$ cat src/rtl/vgpr_wr_arbiter_if.sv
// Bundles the VGPR write-port arbitration bus.
// Ports:
//   port_req[7:0]        requester -> arbiter, one bit per write requester
//   port_last[7:0]       requester -> arbiter, final beat of the current burst
//   wr_stall             register file -> arbiter, no write accepted next cycle
//   port_grant[7:0]      arbiter -> requesters, registered one-hot grant
//   wr_port_select[15:0] arbiter -> write-port mux, {8'h00, port_grant}
//   arb_locked           arbiter -> observers, burst lock held
//   burst_err            arbiter -> observers, watchdog force-release pulse
interface vgpr_wr_arbiter_if;
    localparam int unsigned NUM_PORTS = 8;
    localparam int unsigned SEL_W     = 16;

    logic [NUM_PORTS-1:0] port_req;
    logic [NUM_PORTS-1:0] port_last;
    logic                 wr_stall;
    logic [NUM_PORTS-1:0] port_grant;
    logic [SEL_W-1:0]     wr_port_select;
    logic                 arb_locked;
    logic                 burst_err;

    // Requester / register-file side.
    modport master (
        output port_req,
        output port_last,
        output wr_stall,
        input  port_grant,
        input  wr_port_select,
        input  arb_locked,
        input  burst_err
    );

    // Arbiter side.
    modport slave (
        input  port_req,
        input  port_last,
        input  wr_stall,
        output port_grant,
        output wr_port_select,
        output arb_locked,
        output burst_err
    );
endinterface

$ cat src/rtl/vgpr_wr_arbiter.sv
// Round-robin arbiter for the single VGPR write port shared by eight
// requesters, with multi-beat locked bursts, a register-file stall and a
// burst-length watchdog.
// Ports:
//   clk  clock, rising edge
//   rst  asynchronous active-high reset
//   bus  vgpr_wr_arbiter_if.slave: port_req/port_last/wr_stall in,
//        port_grant/wr_port_select/arb_locked/burst_err out (all from flops)
module vgpr_wr_arbiter #(
    parameter int unsigned MAX_BURST = 64
) (
    input  logic                 clk,
    input  logic                 rst,
    vgpr_wr_arbiter_if.slave     bus
);
    localparam int unsigned NUM_PORTS = 8;
    localparam int unsigned PTR_W     = 3;
    localparam int unsigned CNT_W     = 8;
    localparam int unsigned HI_W      = 8;

    typedef enum logic {
        ST_OPEN   = 1'b0,
        ST_LOCKED = 1'b1
    } lock_state_e;

    lock_state_e          state_q,   state_d;
    logic [PTR_W-1:0]     lock_id_q, lock_id_d;
    logic [PTR_W-1:0]     rr_q,      rr_d;
    logic [CNT_W-1:0]     beat_q,    beat_d;
    logic [NUM_PORTS-1:0] grant_q,   grant_d;
    logic                 err_q,     err_d;

    logic [PTR_W-1:0]     rr_win;
    logic                 rr_found;
    logic [PTR_W-1:0]     cand;
    logic [PTR_W-1:0]     win_id;
    logic                 win_valid;
    logic [CNT_W-1:0]     beat_inc;

    // First requester at or after rr_q; 3-bit add wraps 7 -> 0.
    always_comb begin
        rr_found = 1'b0;
        rr_win   = rr_q;
        cand     = rr_q;
        for (int unsigned i = 0; i < NUM_PORTS; i++) begin
            cand = rr_q + PTR_W'(i);
            if (!rr_found && bus.port_req[cand]) begin
                rr_found = 1'b1;
                rr_win   = cand;
            end
        end
    end

    // Lock state, pointer, beat counter and next grant.
    always_comb begin
        state_d   = state_q;
        lock_id_d = lock_id_q;
        rr_d      = rr_q;
        beat_d    = beat_q;
        grant_d   = '0;
        err_d     = 1'b0;
        win_valid = 1'b0;
        win_id    = lock_id_q;
        beat_inc  = beat_q + CNT_W'(1);

        // A stall freezes everything, including a pending last beat.
        if (!bus.wr_stall) begin
            if (state_q == ST_LOCKED) begin
                win_valid = bus.port_req[lock_id_q];
                win_id    = lock_id_q;
            end else begin
                win_valid = rr_found;
                win_id    = rr_win;
            end

            if (win_valid) begin
                grant_d = NUM_PORTS'(1) << win_id;
                if (bus.port_last[win_id]) begin
                    state_d = ST_OPEN;
                    rr_d    = win_id + PTR_W'(1);
                    beat_d  = '0;
                end else if (beat_inc == CNT_W'(MAX_BURST)) begin
                    // Watchdog: drop the lock; the port's remaining beats re-arbitrate.
                    state_d = ST_OPEN;
                    rr_d    = win_id + PTR_W'(1);
                    beat_d  = '0;
                    err_d   = 1'b1;
                end else begin
                    state_d   = ST_LOCKED;
                    lock_id_d = win_id;
                    beat_d    = beat_inc;
                end
            end
        end
    end

    // State and output registers.
    always_ff @(posedge clk or posedge rst) begin
        if (rst) begin
            state_q   <= ST_OPEN;
            lock_id_q <= '0;
            rr_q      <= '0;
            beat_q    <= '0;
            grant_q   <= '0;
            err_q     <= 1'b0;
        end else begin
            state_q   <= state_d;
            lock_id_q <= lock_id_d;
            rr_q      <= rr_d;
            beat_q    <= beat_d;
            grant_q   <= grant_d;
            err_q     <= err_d;
        end
    end

    assign bus.port_grant     = grant_q;
    assign bus.wr_port_select = {HI_W'(0), grant_q};
    assign bus.arb_locked     = (state_q == ST_LOCKED);
    assign bus.burst_err      = err_q;
endmodule

$ cat src/flat_wrapper.sv
// flat-port wrapper written by rule: the top's interface ports become plain ports
module vgpr_wr_arbiter_flat 
#(
    parameter int unsigned MAX_BURST = 64
)
  (clk, rst, bus_port_req, bus_port_last, bus_wr_stall, bus_port_grant, bus_wr_port_select, bus_arb_locked, bus_burst_err);
  vgpr_wr_arbiter_if bus_i ();
  input  logic clk;
  input  logic rst;
  input wire logic [$bits(bus_i.port_req)-1:0] bus_port_req;
  input wire logic [$bits(bus_i.port_last)-1:0] bus_port_last;
  input wire logic [$bits(bus_i.wr_stall)-1:0] bus_wr_stall;
  output wire logic [$bits(bus_i.port_grant)-1:0] bus_port_grant;
  output wire logic [$bits(bus_i.wr_port_select)-1:0] bus_wr_port_select;
  output wire logic [$bits(bus_i.arb_locked)-1:0] bus_arb_locked;
  output wire logic [$bits(bus_i.burst_err)-1:0] bus_burst_err;
  assign bus_i.port_req = bus_port_req;
  assign bus_i.port_last = bus_port_last;
  assign bus_i.wr_stall = bus_wr_stall;
  assign bus_port_grant = bus_i.port_grant;
  assign bus_wr_port_select = bus_i.wr_port_select;
  assign bus_arb_locked = bus_i.arb_locked;
  assign bus_burst_err = bus_i.burst_err;
  vgpr_wr_arbiter #(.MAX_BURST(MAX_BURST)) u_core (.clk(clk), .rst(rst), .bus(bus_i));
endmodule
$ cat config.mk
export PLATFORM = sky130hd
export DESIGN_NAME = vgpr_wr_arbiter_flat
export DESIGN_NICKNAME = d
export VERILOG_FILES = /design/src/rtl/vgpr_wr_arbiter_if.sv /design/src/rtl/vgpr_wr_arbiter.sv /design/src/flat_wrapper.sv
export SDC_FILE = /design/constraint.sdc
export NUM_CORES = 1
export LEC_CHECK = 0
export ABC_AREA = 0
export CELL_PAD_IN_SITES_DETAIL_PLACEMENT = 1
export CELL_PAD_IN_SITES_GLOBAL_PLACEMENT = 2
export CORE_MARGIN = 3
export CORE_UTILIZATION = 30
export CTS_BUF_LIST = sky130_fd_sc_hd__clkbuf_8 sky130_fd_sc_hd__clkbuf_16
export DETAILED_ROUTE_END_ITERATION = 6
export DONT_BUFFER_PORTS = 1
export GPL_ROUTABILITY_DRIVEN = 1
export GPL_TIMING_DRIVEN = 0
export MAX_ROUTING_LAYER = met4
export PLACE_DENSITY = 0.61
export SYNTH_ARGS = -nofsm -noshare
export SYNTH_HDL_FRONTEND = slang
export SYNTH_SLANG_ARGS = --single-unit
export TNS_END_PERCENT = 20
$ cat constraint.sdc
create_clock -name clk -period 4.8 [get_ports clk]
set_clock_uncertainty 0.15 [all_clocks]
set_input_delay 0.24 -clock clk [delete_from_list [all_inputs] [get_ports clk]]
set_output_delay 0.24 -clock clk [all_outputs]
set_load 0.05 [all_outputs]
* Word-level counts from Yosys, hierarchy flattened *
Cells that the tools add are included.

word-level totals
  register bits after elaboration = 24
  input port bits = 19
  output and inout bits = 26
  logic and storage cells = 99

cells by class
  $add $sub $neg = 9
  magnitude comparators = 10
  eq/ne operators = 1
  shift-type cells = 1
  muxes and demuxes = 51
  bitwise operators = 3
  reduce and logical (&&, ||, !) cells = 18

operators with widths
  operator                                                                      count
  3-bit by 4-bit less-than comparator with 1-bit output, second input constant  10
  3-bit 2-to-1 mux                                                              11
  8-bit 2-to-1 mux                                                              4
  1-bit binary-select mux with 3-bit select                                     10
  1-bit 2-to-1 mux                                                              26
  3-bit adder, second input constant                                            4
  8-bit by 1-bit adder with 8-bit output, second input constant                 1
  8-bit by 7-bit == test with 1-bit output, second input constant               1
  1-bit by 3-bit left shift with 8-bit output, first input constant             1
  1-bit logical AND                                                             7
  1-bit zero test                                                               7
  3-bit by 1-bit adder with 3-bit output, second input constant                 2
  3-bit by 2-bit adder with 3-bit output, second input constant                 2
  4-bit AND reduction                                                           1
  1-bit NOT                                                                     3
  3-bit AND reduction                                                           1
  2-bit AND reduction                                                           1
  2-bit nonzero test                                                            1

* Longest topological paths before layout *
Gate-level depths: netlist of the first run.

  word-level depth = 31
  mapped depth = 18
  depth with buffers taken out = 14

* Least setup slack after synthesis of the first run *
Ideal clock, no wire load.

  path type = register -> register
  start = reg u_core.rr_q[1]
  end = reg u_core.rr_q[2]
  library setup time = 0.125 ns
  arrival time = 4.034 ns
  data required time = 4.525 ns
  slack = 0.491 ns
  cell stages (with the launch flop) = 17
  path buffers = 3
  period minus slack after synthesis = 4.309 ns
  path through = dfrtp_1 -> buf_2 -> clkbuf_1 -> inv_1 -> ha_1 -> buf_6 -> mux4_2 -> mux2_4 -> o22a_1 -> o31ai_1 -> nor2_1 -> xnor2_1 -> nor2_1 -> a21o_1 -> ha_1 -> ha_1 -> mux2_4

between the ends
  longest elaborated chain between the ends = 30
  elaborated cells on any way between the ends = 63
  classes of those cells = add/sub: 8; mux: 39; reduce/logical: 16

ends and longest elaborated chain
  what                                                                                             line                    RTL
  start: declaration                                                                               vgpr_wr_arbiter.sv:28   logic [PTR_W-1:0] rr_q, rr_d;
  start signal: assignment                                                                         vgpr_wr_arbiter.sv:109  rr_q <= rr_d;
  parallel branches: the longest is 30 deep, another holds 3-bit by 1-bit adder with 3-bit output  --

Parallel ways; which one is timed is not known. The select of a mux whose other input is x is not followed.
A chain may end at the register's enable or synchronous reset.

* Worst setup path after layout of the first run *
  start = reg u_core.rr_q[0]
  end = reg u_core.rr_q[1]

Same word-level chain as after synthesis.

==> results.py, run 1 <==
metrics = {
    "run_status": {
        "status": "complete, no violations",
    },
    "min_path": {
        "holdCritStartpoint": "bus_wr_stall",
        "hold_depth": 2,
        "hp-class": "input pin to flip-flop",
    },
    "place": {
        "dp_cells": 397,
        "place_congestion": 0.772,
        "hpwl_um": 5650,
        "portBuffers": 0,
    },
    "global_routing": {
        "grt_start_max_net_pins": 25,
        "antenna_found_initial": 0,
        "grt_pass1_wl_um": 12200,
        "track_usage_pct": 15.6,
        "overflow": 0,
        "grt_pass1_vias": 2291,
    },
    "synth": {
        "yosys_register_bits": 24,
        "yosys.area_share.simple_pct": 19.6,
        "synth_ff_type": "dfrtp_1",
        "avgSynthCellArea_um2": 9.19,
        "ys.warnings.count": 0,
        "synth-edff-count": 0,
        "synthArstFlopShare_pct": 100,
        "synthAdderAreaFrac_pct": 4.30,
        "synth-xor-area-share_pct": 2.63,
        "yosysUniqueCellTypes": 62,
        "synth_compound_area_share_pct": 18.6,
        "synthMuxAreaShare_pct": 23.3,
        "synth-seq-area-share_pct": 22.9,
        "syn_area_um2": 2620,
        "synthCells": 285,
        "synth_top_family_by_area": "multiplexers",
    },
    "setup_path": {
        "cp.required_ps": 4810,
        "critPathCaptureType": "flip-flop",
        "cp_max_fo": 10,
        "startpoint": "u_core.rr_q[0]",
        "critPathKind": "flip-flop to flip-flop",
        "cp-start-kind": "flip-flop",
        "crit_arrival_ps": 4530,
        "reg2reg_depth": 15,
        "rr_startpoint": "u_core.rr_q[0]",
    },
    "drt": {
        "highest_layer": "met4",
        "ant_nets": 0,
        "drc": 0,
        "drt_wl_total_um": 7310,
        "drt_iter0_drc": 96,
        "drt-met1-wl_um": 3640,
        "met3_length_um": 232,
        "wl_per_cell_um": 17.9,
        "dr_total_vias": 2220,
        "drt_first_pass_iters": 4,
        "avgViaCountPerCell": 5.44,
        "wl_met2_um": 3360,
    },
    "clock_tree": {
        "cts_tree": "done",
        "clock_path_buffers": 2,
        "clkLatencyLatePin_ps": 270,
        "h-tree-depth": 1,
        "root_buffer": "clkbuf_8",
        "clk_pin_slew_ps": 80,
        "cts_sinks": 24,
        "cts_made_buffers": 3,
    },
    "floorplan": {
        "io_pins": 45,
        "rows": 33,
        "die_h_um": 99.5,
        "die_area_um2": 9890,
        "start_util_pct": 31.4,
        "die_w_um": 99.5,
        "core_area_um2": 8340,
    },
    "sta": {
        "slew_viol_final": 0,
        "slew_headroom_pct": 40.0,
        "setup_viol": 0,
        "rsz0062_at_grt": "no",
        "period_needed_ps": 4520,
        "worst_slew_pin_slew_ps": 898,
        "hold_viol": 0,
        "fin_crit_sh_pct": 94.2,
        "fmax_mhz": 221,
    },
    "cells_and_area": {
        "layout-drive-gt1-share_pct": 28.4,
        "syn_to_final_growth_pct": 14.4,
        "num_antenna_cells": 0,
        "regArea_um2": 602,
        "final_nets": 332,
        "fin_util_pct": 35.9,
        "multi_input_area_um2": 1910,
        "instances_no_fill": 408,
        "fill_cells": 988,
    },
    "run": {
        "cap_violations": 0,
    },
}
-- placed cells by master, fill, tap and decap left out, types with 9 or more instances in the layout --
| cell type | netlist | routed |
|---|---|---|
| nor2_1 | 31 | 31 |
| inv_1 | 10 | 10 |
| mux2_2 | 9 | 9 |
| ha_1 | 9 | 9 |
| dfrtp_1 | 24 | 23 |
| nand2_1 | 17 | 17 |
| buf_4 | 17 | 25 |
| mux4_2 | 12 | 12 |
| a21oi_1 | 12 | 12 |
| nand3_1 | 15 | 14 |
| mux2i_1 | 14 | 13 |
-- cells in the mapped netlist (4+ instances only) --
library cell / count / area, um^2
a21oi_1: 12 / 60.1
a31oi_1: 6 / 37.5
buf_4: 17 / 128
clkbuf_1: 6 / 22.5
dfrtp_1: 24 / 601
ha_1: 9 / 113
inv_1: 10 / 37.5
mux2_2: 9 / 101
mux2i_1: 14 / 140
mux4_2: 12 / 270
nand2_1: 17 / 63.8
nand2b_1: 7 / 43.8
nand3_1: 15 / 75.1
nand4_1: 4 / 25.0
nor2_1: 31 / 116
nor3_1: 6 / 30.0
o21ai_0: 6 / 30.0
o21ai_1: 4 / 20.0
xnor2_1: 4 / 35.0
-- cell families after synthesis --
kind of cell,count (synthesis)
other cells,1
mux,42
compound gates,63
fa+ha+maj,9
simple gates,101
flops,24
buf+inv,38
xor+xnor,7
-- repair_timing --
item	in CTS	in global routing
resized for setup	8	8
endpoints found under the hold margin	24	0
hold buffers	1	0
setup buffers	0	7
setup endpoints to repair	22	12
pin swaps	1	3
-- area by class of cell --
cell class | instances | area share [%]
multi-input cells | 230 | 63.6
flip-flops and latches | 24 | 20.1
plain buffers | 27 | 6.22
well taps | 105 | 4.38
repair buffers | 8 | 2.09
clock buffers | 3 | 1.38
inverters | 10 | 1.25
clock inverters | 1 | 1.00
-- sequential cells by signal, indices dropped and copies added (netlist names) --
| name | flops |
|---|---|
| u_core.rr_q | 3 |
| u_core.bus.port_grant | 8 |
| u_core.beat_q | 8 |
| u_core.bus.burst_err | 1 |
| u_core.lock_id_q | 3 |
| u_core.bus.arb_locked | 1 |
-- critical path, stage by stage, from the launching register on --
cell and delay [ps]:
dfrtp_2 410, buf_6 170, buf_4 220, inv_1 120, ha_1 310, buf_6 140
mux4_2 590, mux2_4 330, o22a_2 320, o211a_1 270, o41ai_4 370, o21ai_4 150
and2_4 180, a22oi_4 260, nand2_4 100, mux2_4 300
-- through the flow --
step	TNS (ps)	instance area [um^2]	setup WS, ps	hold slack [ps]
global route	0	3000	25.7	131
finish	0	3000	277	89.2
detailed placement	-3220	2780	-402	245
floorplan	0	2650	491	105
global placement	-3760	2780	-409	239
CTS	0	2900	74.6	92.4
-- routing by layer --
metal / GRT usage [%] / vias to the layer above
met5: - / -
met4: 2.63 / 0
met3: 2.73 / 9
met2: 24.0 / 34
met1: 21.9 / 1109
li1: - / 1068
-- worst paths after layout --
path                                         end  slack, ps
setup / recovery                  u_core.rr_q[1]        280
hold / removal             u_core.bus.arb_locked         90
setup reg to reg                  u_core.rr_q[1]        280
hold reg to reg                 u_core.beat_q[0]        370
max in group asynchronous         u_core.rr_q[0]       3440
min in group asynchronous       u_core.beat_q[2]        450
Power of run 1 is not shown: default switching activity piles up to over one toggle a cycle in this logic, so the estimate is an artifact.
==> run 2: changes to the inputs <==
--- a/config.mk
+++ b/config.mk
@@ -9,14 +9,14 @@
 export CELL_PAD_IN_SITES_DETAIL_PLACEMENT = 1
 export CELL_PAD_IN_SITES_GLOBAL_PLACEMENT = 2
 export CORE_MARGIN = 3
-export CORE_UTILIZATION = 30
+export CORE_UTILIZATION = 40
 export CTS_BUF_LIST = sky130_fd_sc_hd__clkbuf_8 sky130_fd_sc_hd__clkbuf_16
 export DETAILED_ROUTE_END_ITERATION = 6
 export DONT_BUFFER_PORTS = 1
 export GPL_ROUTABILITY_DRIVEN = 1
 export GPL_TIMING_DRIVEN = 0
 export MAX_ROUTING_LAYER = met4
-export PLACE_DENSITY = 0.61
+export PLACE_DENSITY_LB_ADDON = 0.1
 export SYNTH_ARGS = -nofsm -noshare
 export SYNTH_HDL_FRONTEND = slang
 export SYNTH_SLANG_ARGS = --single-unit
==> results.py, run 2 (synthesis results as in run 1) <==
metrics = {
    "sta": {
        "fmax_mhz": 218,
        "slew_headroom_pct": 37.9,
        "fin_crit_sh_pct": 95.5,
        "hold_viol": 0,
        "setup_viol": 0,
        "tns_ps": 0,
        "rsz0062_at_grt": "no",
        "period_needed_ps": 4580,
        "worst_slew_pin_slew_ps": 930,
        "slew_viol_final": 0,
    },
    "min_path": {
        "hp-class": "input pin to flip-flop",
        "holdCritStartpoint": "bus_wr_stall",
    },
    "floorplan": {
        "die_w_um": 86.9,
        "core_area_um2": 6130,
        "die_area_um2": 7560,
        "start_util_pct": 42.7,
        "io_pins": 45,
        "rows": 28,
        "die_h_um": 86.9,
    },
    "cells_and_area": {
        "final_nets": 328,
        "fill_cells": 729,
        "layout_commonest_cell": "nor2_1",
        "syn_to_final_growth_pct": 11.7,
        "regArea_um2": 602,
        "num_antenna_cells": 0,
        "multi_input_area_um2": 1900,
        "layout-drive-gt1-share_pct": 26.4,
        "layout_common_cells": "31 x nor2_1, 23 x dfrtp_1, 20 x buf_4, 17 x nand2_1, 15 x nand3_1",
    },
    "setup_path": {
        "cp_max_fo": 10,
        "critPathKind": "flip-flop to flip-flop",
        "startpoint": "u_core.rr_q[0]",
        "cp.required_ps": 4820,
        "cp-start-kind": "flip-flop",
        "crit_arrival_ps": 4600,
        "critPathCaptureType": "flip-flop",
        "rr_startpoint": "u_core.rr_q[0]",
    },
    "place": {
        "place_congestion": 0.846,
        "portBuffers": 0,
        "hpwl_um": 5320,
    },
    "run_status": {
        "status": "complete, no violations",
    },
    "drt": {
        "ant_nets": 0,
        "drt_wl_total_um": 6980,
        "drt_iter0_drc": 106,
        "dr_total_vias": 2248,
        "avgViaCountPerCell": 6.01,
        "drt_first_pass_iters": 4,
        "drc": 0,
        "wl_per_cell_um": 18.7,
    },
    "global_routing": {
        "grt_pass1_wl_um": 11500,
        "track_usage_pct": 19.8,
        "overflow": 0,
        "grt_start_max_net_pins": 25,
        "antenna_found_initial": 0,
        "grt_pass1_vias": 2255,
    },
    "clock_tree": {
        "clkLatencyLatePin_ps": 270,
        "cts_sinks": 24,
        "cts_tree": "done",
        "clk_pin_slew_ps": 90,
        "cts_made_buffers": 3,
        "h-tree-depth": 1,
        "clock_path_buffers": 2,
        "root_buffer": "clkbuf_8",
    },
    "run": {
        "cap_violations": 0,
    },
}
-- run 2: changes by cell type in the layout (fill, tap and decap cells not counted) --
cell and change:
buf_4 -5, a31oi_1 +1, a31oi_2 -1, clkbuf_4 +1
mux2i_2 -1, mux2i_4 +1, nand2b_1 +1, nand2b_2 -1
nand3_1 +1, nand3_2 -1
-- run 2: final cells by class --
class                           count  share of cell area [%]
Clock inverter                      1                    1.03
Clock buffer                        3                    1.41
Buffer                             27                    6.37
Sequential cell                    24                    20.6
Multi-Input combinational cell    230                    65.0
Tap cell                           75                    3.21
Timing Repair Buffer                4                    1.11
Inverter                           10                    1.28
-- run 2: worst paths after layout --
kind / slack, ps / cells past startpoint / end
setup / recovery: 220 / 15 / u_core.rr_q[2]
hold / removal: 30 / 2 / u_core.bus.arb_locked
setup reg to reg: 220 / 15 / u_core.rr_q[2]
hold reg to reg: 380 / 1 / u_core.beat_q[0]
max in group asynchronous: 3410 / 2 / u_core.rr_q[0]
min in group asynchronous: 470 / 2 / u_core.beat_q[2]
-- run 2: timing repair --
item | CTS | global route
endpoints found under the setup margin | 17 | 17
pin swaps | 0 | 4
resized for setup | 5 | 9
hold buffers | 1 | 0
buffers inserted | 0 | 3
hold endpoints to repair | 24 | 0
-- run 2: critical path: stages (launching register included) --
cell	delay [ps]
dfrtp_2	420
buf_6	180
clkbuf_4	250
inv_1	130
ha_1	310
buf_6	140
mux4_2	590
mux2_4	330
o22a_2	310
o211a_1	270
o41ai_4	370
o21ai_4	150
and2_4	180
a22oi_4	270
nand2_4	110
mux2_4	310
-- run 2: metrics by stage --
step / hold slack (ps) / util, % / worst slack [ps] / area (um^2) / instances
after floorplan: 105 / - / 491 / 2650 / 292
after global placement: 225 / 44.7 / -265 / 2740 / 367
after detailed placement: 240 / 44.7 / -321 / 2740 / 367
after CTS: 21.7 / 46.5 / 0.232 / 2850 / 371
after global routing: 38.2 / 47.7 / 24.1 / 2930 / 374
final: 25.2 / 47.7 / 218 / 2930 / 374
-- run 2: metal layers --
metal  GRT usage (%)  part of all wire (%)  vias to the layer above
met2            31.1                    48                       50
met5               -                     0                        -
met4            1.70                  0.27                        0
met1            28.3                    48                     1133
li1                -                     -                     1061
met3            2.74                   4.4                        4
Power of run 2 is left out for the same reason.
==> run 3: changes to the inputs <==
--- a/config.mk
+++ b/config.mk
@@ -9,14 +9,14 @@
 export CELL_PAD_IN_SITES_DETAIL_PLACEMENT = 1
 export CELL_PAD_IN_SITES_GLOBAL_PLACEMENT = 2
 export CORE_MARGIN = 3
-export CORE_UTILIZATION = 40
+export CORE_UTILIZATION = 36
 export CTS_BUF_LIST = sky130_fd_sc_hd__clkbuf_8 sky130_fd_sc_hd__clkbuf_16
 export DETAILED_ROUTE_END_ITERATION = 6
 export DONT_BUFFER_PORTS = 1
 export GPL_ROUTABILITY_DRIVEN = 1
 export GPL_TIMING_DRIVEN = 0
 export MAX_ROUTING_LAYER = met4
-export PLACE_DENSITY_LB_ADDON = 0.1
+export PLACE_DENSITY = 0.87
 export SYNTH_ARGS = -nofsm -noshare
 export SYNTH_HDL_FRONTEND = slang
 export SYNTH_SLANG_ARGS = --single-unit
==> constraint.sdc (replaced) <==
create_clock -name clk -period 4.2 [get_ports clk]
set_clock_uncertainty 0.15 [all_clocks]
set_input_delay 0.21 -clock clk [delete_from_list [all_inputs] [get_ports clk]]
set_output_delay 0.21 -clock clk [all_outputs]
set_load 0.05 [all_outputs]
==> results.py, run 3 (synthesis results as in run 1) <==
metrics = {
    "run_status": {
        "status": "complete, no violations",
    },
    "run": {
        "cap_violations": 0,
    },
    "setup_path": {
        "cp_max_fo": 8,
        "reg2reg_to": "u_core.rr_q[2]",
        "cp-start-kind": "flip-flop",
        "critical_path.cell_chain": "buf_12 > clkinvlp_4 > ha_4 > buf_6 > mux4_2 > mux2_4 > o22a_4 > o211a_1 > o41ai_2 > o21ai_2 > buf_6 > ha_2 > ha_1 > mux2_4",
        "critPathCaptureType": "flip-flop",
        "rr_startpoint": "u_core.rr_q[1]",
        "reg2reg_depth": 14,
        "slowest_stage": "mux4_2",
        "cp.required_ps": 4200,
        "reg2reg_slack_ps": 70,
        "critPathKind": "flip-flop to flip-flop",
        "crit_arrival_ps": 4130,
        "cp_slowest_stage_delay_ps": 570,
    },
    "drt": {
        "drt_iter0_drc": 204,
        "drt_first_pass_iters": 4,
        "drt-met1-wl_um": 3300,
        "highest_layer": "met4",
        "dr_total_vias": 2360,
        "wl_per_cell_um": 17.8,
        "drc": 0,
        "ant_nets": 0,
        "drt_wl_total_um": 7520,
        "avgViaCountPerCell": 5.58,
        "wl_met2_um": 3690,
        "met3_length_um": 500,
    },
    "floorplan": {
        "start_util_pct": 37.9,
        "io_pins": 45,
        "core_area_um2": 6910,
        "die_h_um": 91.3,
        "rows": 30,
        "die_w_um": 91.3,
        "die_area_um2": 8340,
    },
    "cells_and_area": {
        "final_nets": 356,
        "num_antenna_cells": 0,
        "instances_no_fill": 423,
        "layout_commonest_cell": "buf_4",
        "layout_common_cells": "46 x buf_4, 31 x nor2_1, 24 x dfrtp_1, 16 x nand2_1, 15 x nand3_1",
        "syn_to_final_growth_pct": 22.4,
        "layout-drive-gt1-share_pct": 34.6,
    },
    "clock_tree": {
        "clkLatencyLatePin_ps": 270,
        "cts_sinks": 24,
        "clock_path_buffers": 2,
        "h-tree-depth": 1,
        "cts_made_buffers": 3,
        "root_buffer": "clkbuf_8",
        "clk_pin_slew_ps": 90,
        "cts_tree": "done",
    },
    "sta": {
        "hold_viol": 0,
        "fin_crit_sh_pct": 98.3,
        "fmax_mhz": 242,
        "slew_viol_final": 0,
        "worst_slew_pin_slew_ps": 917,
        "tns_ps": 0,
        "period_needed_ps": 4130,
        "setup_viol": 0,
        "slew_headroom_pct": 38.8,
    },
    "global_routing": {
        "antenna_found_initial": 0,
        "track_usage_pct": 17.5,
        "grt_start_max_net_pins": 25,
        "grt_pass1_vias": 2302,
        "grt_pass1_wl_um": 11800,
        "overflow": 0,
    },
    "min_path": {
        "hold_depth": 2,
        "hp-class": "input pin to flip-flop",
        "hold_end": "u_core.bus.arb_locked",
        "holdCritStartpoint": "bus_wr_stall",
    },
    "place": {
        "dp_cells": 388,
        "hpwl_um": 5340,
        "portBuffers": 0,
        "place_congestion": 0.868,
    },
}
-- run 3: per-stage QoR --
stage	hold slack (ps)	worst slack, ps	cell area [um^2]	util (%)
2_1_floorplan	74.6	7.69	2660	-
3_3_place_gp	187	-670	2780	40.3
3_5_place_dp	206	-732	2780	40.3
4_1_cts	14.1	7.67	3000	43.4
5_1_grt	40.9	-46.5	3210	46.4
6_report	24.8	72.3	3210	46.4
-- run 3: per-layer routing --
layer  GRT usage [%]  up-vias
met5               -        -
met4            1.13        0
met3            3.15        6
met2            29.1       79
met1            23.6     1159
li1                -     1116
-- run 3: worst max-delay path by stage --
stage / cells past startpoint / from / end / slack (ps)
6_report: 14 / u_core.rr_q[1] / u_core.rr_q[2] / 70
2_1_floorplan: 17 / u_core.rr_q[0] / u_core.rr_q[2] / 8
3_3_place_gp: 15 / u_core.rr_q[0] / u_core.beat_q[2] / -670
5_1_grt: 15 / u_core.rr_q[1] / u_core.rr_q[1] / -50
3_5_place_dp: 15 / u_core.rr_q[0] / u_core.beat_q[2] / -730
4_1_cts: 15 / u_core.rr_q[0] / u_core.rr_q[1] / 8
-- run 3: repair_timing --
item / 4_1_cts / 5_1_grt
setup buffers: 11 / 21
endpoints found under the hold margin: 24 / 0
hold buffers: 1 / 0
cloned: 0 / 0
pin swaps: 8 / 16
setup endpoints to repair: 24 / 14
gates resized for setup: 16 / 13
-- run 3: worst max-delay path, delay by kind of cell, from the launching register on --
kind                     cells  cell delay [ps]
multiplexers                 3             1170
AO/OA/AOI/OAI                4             1010
adder cells (fa/ha/maj)      3              740
buffers and inverters        4              530
flip-flops                   1              410
-- run 3: cell type report --
type / instances / area [um^2]
fill: 830 / 3700
multi-input combinational: 230 / 1930
sequential: 24 / 601
timing repair buffer: 33 / 258
buffer: 26 / 201
tap: 96 / 120
clock buffer: 4 / 55.1
inverter: 10 / 41.3
Power of run 3 is left out for the same reason.
